===== config.mk =====
export PLATFORM = sky130hd
export DESIGN_NAME = apb_master_bridge
export DESIGN_NICKNAME = d
export VERILOG_FILES = /design/src/rtl/apb_master_bridge.sv
export SDC_FILE = /design/constraint.sdc
export NUM_CORES = 1
export LEC_CHECK = 0
export ABC_CLOCK_PERIOD_IN_PS = 5300
export CAP_MARGIN = 0
export CORE_ASPECT_RATIO = 0.75
export CORE_UTILIZATION = 38
export DETAILED_ROUTE_END_ITERATION = 6
export GPL_TIMING_DRIVEN = 0
export HOLD_SLACK_MARGIN = 0.1
export MAX_ROUTING_LAYER = met4
export PLACE_DENSITY_LB_ADDON = 0.25
export SYNTH_ARGS = -nofsm -noshare
export SYNTH_HDL_FRONTEND = slang
export SYNTH_SLANG_ARGS = --single-unit

===== constraint.sdc =====
create_clock -name PCLK -period 5.3 [get_ports PCLK]
set_input_delay 0.53 -clock PCLK [delete_from_list [all_inputs] [get_ports PCLK]]
set_output_delay 0.53 -clock PCLK [all_outputs]
set_load 0.02 [all_outputs]

===== src/rtl/apb_master_bridge.sv =====
// Host-to-APB requester: turns single-word host requests into two-phase APB
// transfers on one of NUM_SLAVES slaves and returns a one-cycle response strobe.
module apb_master_bridge #(
   parameter int NUM_SLAVES = 2,
   parameter int SEL_LSB    = 12,
   parameter int SEL_W      = 1,
   parameter int TIMEOUT    = 1024
) (
   input  logic                       PCLK,
   input  logic                       PRESETn,
   input  logic                       req_valid,
   output logic                       req_ready,
   input  logic                       req_write,
   input  logic [31:0]                req_addr,
   input  logic [31:0]                req_wdata,
   output logic                       resp_valid,
   output logic [31:0]                resp_rdata,
   output logic                       resp_err,
   output logic [31:0]                PADDR,
   output logic [31:0]                PWDATA,
   output logic                       PWRITE,
   output logic [NUM_SLAVES-1:0]      PSELx,
   output logic                       PENABLE,
   input  logic [32*NUM_SLAVES-1:0]   PRDATA,
   input  logic [NUM_SLAVES-1:0]      PREADY,
   output logic [1:0]                 dbg_state
);

   localparam logic [1:0] ST_IDLE   = 2'd0;
   localparam logic [1:0] ST_SETUP  = 2'd1;
   localparam logic [1:0] ST_ACCESS = 2'd2;
   localparam logic [1:0] ST_ERR    = 2'd3;

   localparam int CNT_W = (TIMEOUT > 0) ? $clog2(TIMEOUT + 1) : 1;

   logic [1:0]            state_q, state_d;
   logic [NUM_SLAVES-1:0] sel_q, sel_d;
   logic [31:0]           paddr_q, paddr_d;
   logic [31:0]           pwdata_q, pwdata_d;
   logic                  pwrite_q, pwrite_d;
   logic [CNT_W-1:0]      cnt_q, cnt_d;
   logic                  resp_valid_q, resp_valid_d;
   logic                  resp_err_q, resp_err_d;
   logic [31:0]           resp_rdata_q, resp_rdata_d;

   logic [SEL_W-1:0]      req_idx;
   logic [31:0]           req_idx_ext;
   logic [NUM_SLAVES-1:0] req_onehot;
   logic                  req_hit;
   logic                  ready_sel;
   logic [31:0]           rdata_sel;
   logic                  timeout_hit;

   // Decode to a one-hot select; indexes beyond NUM_SLAVES leave it all-zero.
   always_comb begin
      req_idx     = req_addr[SEL_LSB +: SEL_W];
      req_idx_ext = 32'(req_idx);
      req_onehot  = '0;
      for (int i = 0; i < NUM_SLAVES; i++) begin
         req_onehot[i] = (req_idx_ext == 32'(i));
      end
      req_hit = |req_onehot;
   end

   always_comb begin
      rdata_sel = '0;
      for (int i = 0; i < NUM_SLAVES; i++) begin
         if (sel_q[i]) rdata_sel = rdata_sel | PRDATA[32*i +: 32];
      end
      ready_sel   = |(PREADY & sel_q);
      timeout_hit = (TIMEOUT != 0) && (cnt_q == CNT_W'(TIMEOUT - 1));
   end

   always_comb begin
      state_d      = state_q;
      sel_d        = sel_q;
      paddr_d      = paddr_q;
      pwdata_d     = pwdata_q;
      pwrite_d     = pwrite_q;
      cnt_d        = cnt_q;
      resp_valid_d = 1'b0;
      resp_err_d   = resp_err_q;
      resp_rdata_d = resp_rdata_q;
      case (state_q)
         ST_IDLE: begin
            if (req_valid) begin
               paddr_d  = req_addr;
               pwrite_d = req_write;
               if (req_write) pwdata_d = req_wdata;
               if (req_hit) begin
                  sel_d   = req_onehot;
                  cnt_d   = '0;
                  state_d = ST_SETUP;
               end else begin
                  state_d = ST_ERR;
               end
            end
         end
         ST_SETUP: state_d = ST_ACCESS;
         ST_ACCESS: begin
            if (ready_sel) begin
               resp_valid_d = 1'b1;
               resp_err_d   = 1'b0;
               resp_rdata_d = pwrite_q ? 32'h0 : rdata_sel;
               state_d      = ST_IDLE;
            end else if (timeout_hit) begin
               resp_valid_d = 1'b1;
               resp_err_d   = 1'b1;
               resp_rdata_d = 32'h0;
               state_d      = ST_IDLE;
            end else if (cnt_q != '1) begin
               cnt_d = cnt_q + CNT_W'(1);
            end
         end
         ST_ERR: begin
            resp_valid_d = 1'b1;
            resp_err_d   = 1'b1;
            resp_rdata_d = 32'h0;
            state_d      = ST_IDLE;
         end
         default: state_d = ST_IDLE;
      endcase
   end

   always_ff @(posedge PCLK or negedge PRESETn) begin
      if (!PRESETn) begin
         state_q      <= ST_IDLE;
         sel_q        <= '0;
         paddr_q      <= '0;
         pwdata_q     <= '0;
         pwrite_q     <= 1'b0;
         cnt_q        <= '0;
         resp_valid_q <= 1'b0;
         resp_err_q   <= 1'b0;
         resp_rdata_q <= '0;
      end else begin
         state_q      <= state_d;
         sel_q        <= sel_d;
         paddr_q      <= paddr_d;
         pwdata_q     <= pwdata_d;
         pwrite_q     <= pwrite_d;
         cnt_q        <= cnt_d;
         resp_valid_q <= resp_valid_d;
         resp_err_q   <= resp_err_d;
         resp_rdata_q <= resp_rdata_d;
      end
   end

   // Select is gated by state, so an async reset drops PSELx/PENABLE at once.
   assign PSELx      = (state_q == ST_SETUP || state_q == ST_ACCESS) ? sel_q : '0;
   assign PENABLE    = (state_q == ST_ACCESS);
   assign PADDR      = paddr_q;
   assign PWDATA     = pwdata_q;
   assign PWRITE     = pwrite_q;
   assign req_ready  = (state_q == ST_IDLE);
   assign resp_valid = resp_valid_q;
   assign resp_err   = resp_err_q;
   assign resp_rdata = resp_rdata_q;
   assign dbg_state  = state_q;

endmodule

==> flow_metrics.py <==
metrics = {
    "die": {
        "pin_count": 239,
        "core-area_sq_um": 12300,
        "die_h_um": 99.5,
        "rows": 35,
        "chipWidth_um": 132,
        "die_area_sq_um": 13100,
        "start_util": 0.391,
    },
    "synthesis": {
        "muxShareOfSynthArea": 0.169,
        "synth_adder_area_share": 0.0156,
        "synth_simple_gate_area_frac": 0.0559,
        "synth_top_area_frac": 0.587,
        "yosysSeqAreaShare": 0.587,
        "netlist_area_sq_um": 4810,
        "async_flop_share": 1.00,
        "synth_area_leader_cell": "dfrtp_1",
        "synth_compound_area_frac": 0.141,
        "yosysWarnings": 0,
        "ys_ff_latch": 113,
        "synth_xor_area_frac": 0,
        "avgSynthCellArea_sq_um": 13.4,
        "yosys-top-cells-area": "dfrtp_1 (59%), mux2_2 (16%), o2bb2ai_1 (5.8%)",
        "synth_top_family_by_area": "multiplexers",
        "synthFlopType": "dfrtp_1",
        "yosysUniqueCellTypes": 39,
        "synth_nets": 498,
        "synth_edf_count": 0,
        "syn_inst": 358,
    },
    "timing": {
        "finalHoldViolCount": 0,
        "final.setup.worst_slack_ns": 2.59,
        "tightest_slew_ns": 0.489,
        "post-route-period-util": 0.511,
        "slew_headroom": 0.674,
        "period_minus_slack_ns": 2.71,
        "setup_violations": 0,
        "skew_ns": 0.00752,
        "tns_ns": 0,
        "slew_viol_final": 0,
        "fmax_mhz": 369,
        "rsz0062_at_grt": "false",
    },
    "place": {
        "portBuffers": 237,
        "dp_slack_ns": 3.02,
        "gp_congestion": 0.909,
        "hpwl_um": 10200,
    },
    "outcome": {
        "status": "completed",
    },
    "run": {
        "cap_violations": 0,
    },
    "global_route": {
        "grt_use_total": 0.227,
        "grt_max_degree": 95,
        "grt_pass1_vias": 4385,
        "grtUsageMet3": 0.0943,
        "gr-total-overflow": 0,
        "antenna_found_initial": 0,
        "busiest_layer": "met2",
        "grtUsageMet1": 0.254,
        "met2_usage": 0.363,
        "grt_pass1_wl_um": 22200,
    },
    "cts": {
        "clk_pin_slew_ns": 0.05,
        "cts_buffers": 17,
        "clock_latency_ns": 0.41,
        "cts_buffer_depth": 2,
        "clock_sinks": 113,
        "post-cts-setup-buffers": 0,
        "cts-resized-gates": 0,
        "cts_max_level": 4,
        "tritoncts": "built",
        "cts_root_buffer": "clkbuf_16",
    },
    "finish": {
        "mostFrequentLayoutCells": "clkdlybuf4s50_1 (236), dfrtp_1 (113), mux2_2 (67)",
        "syn_to_final_growth_pct": 67.4,
        "final_common_cell": "clkdlybuf4s50_1",
        "drive_gt1_frac": 0.197,
        "postLayoutCoreUtil": 0.655,
        "diodes": 0,
        "final_nets": 756,
    },
    "route": {
        "antenna_left": 0,
        "drc": 0,
        "first_pass_iters": 7,
        "drt-total-wl_um": 13900,
        "drt_iter0_markers": 118,
        "wl_per_cell_um": 17.5,
        "via_count": 4012,
        "via_per_inst": 5.05,
    },
    "power_and_ir_drop": {
        "p_per_area_nw_per_um2": 631,
        "p_leak_nw": 3.35,
        "vdd_drop_max_mv": 0.359,
    },
    "worst_hold_path": {
        "min_path_type": "register to register",
    },
    "setup_path": {
        "crit_path_start_kind": "register",
        "worst_setup_path_end_kind": "output pin",
        "cp.required_ns": 4.77,
        "worst-path-max-fanout": 10,
        "path_class": "register to output pin",
        "arrival_ns": 2.18,
    },
}
-- cells by family (layout without fill, tap and decap cells) --
kind of cell               after synthesis  in the layout
DFF                                    113            113
AOI/OAI and AO/OA                       86             86
muxes                                   73             73
and+or+nand+nor                         48             48
buffers and inverters                   32            303
adders and majority gates                6              6
-- layout make-up --
| type | instances | area (sq um) |
|---|---|---|
| timing repair buffer | 239 | 2410 |
| buffer | 27 | 131 |
| clock inverter | 13 | 184 |
| multi-input combinational | 213 | 1840 |
| fill | 932 | 4250 |
| clock buffer | 19 | 443 |
| sequential | 113 | 2830 |
| tap | 166 | 208 |
| inverter | 5 | 18.8 |
-- critical path, cell delays in order (launching register included) --
cell and delay [ns]:
dfrtp_1 0.35, buf_2 0.23, clkbuf_1 0.38, and2_1 0.19, clkdlybuf4s50_1 0.62
-- synthesized netlist by cell type (3+ instances only) --
library cell,count
dfrtp_1,113
mux2_2,67
a22oi_1,33
o2bb2ai_1,32
nand2_1,16
buf_2,15
clkbuf_1,10
a21oi_1,7
ha_1,6
mux2i_1,6
inv_1,5
nand2b_1,5
nand4_1,4
nor2_1,4
nand3_1,3
o21ai_0,3
or4_1,3
-- where the power goes --
| part | leakage (nW) | switching (mW) | total, mW | internal (mW) |
|---|---|---|---|---|
| clock network | 0.300 | 0.408 | 1.21 | 0.799 |
| logic | 1.64 | 1.20 | 2.41 | 1.21 |
| registers | 1.42 | 0.214 | 1.47 | 1.25 |
-- what timing repair did --
| item | 4_1_cts | 5_1_grt |
|---|---|---|
| endpoints found under the setup margin | 0 | 0 |
| endpoints found under the hold margin | 19 | 0 |
| hold buffers | 1 | 0 |
-- per-stage QoR --
step	instance area (sq um)	total power [mW]	hold slack [ns]	instances
6_report	8060	5.08	0.487	795
5_1_grt	8060	5.35	0.500	795
4_1_cts	8060	5.13	0.488	795
3_5_place_dp	7420	3.89	0.389	762
3_3_place_gp	7390	3.83	0.471	761
2_1_floorplan	4810	2.71	0.234	358
-- layer usage --
metal | part of all wire | vias up
met3 | 0.099 | 23
li1 | - | 1856
met2 | 0.48 | 186
met5 | 0 | -
met1 | 0.40 | 1947
met4 | 0.019 | 0
-- worst paths after layout --
check	from	endpoint	slack (ns)	cells past startpoint
setup / recovery	PADDR[12]	PSELx[1]	2.59	4
hold / removal	resp_rdata[19]	resp_rdata[19]	0.49	1
setup reg to reg	dbg_state[0]	resp_rdata[9]	3.11	7
hold reg to reg	resp_rdata[19]	resp_rdata[19]	0.49	1
max in group asynchronous	PRESETn	resp_rdata[26]	4.02	3
min in group asynchronous	PRESETn	PADDR[26]	0.54	2
-- registers in the layout, summed over array words and instances, names as in the netlist --
name and count:
dbg_state 2, PWDATA 32, resp_rdata 32, PWRITE 1, PADDR 32, resp_err 1, resp_valid 1, sel_q 1
cnt_q 11
Note: power is estimated with default switching activity, not from simulation.
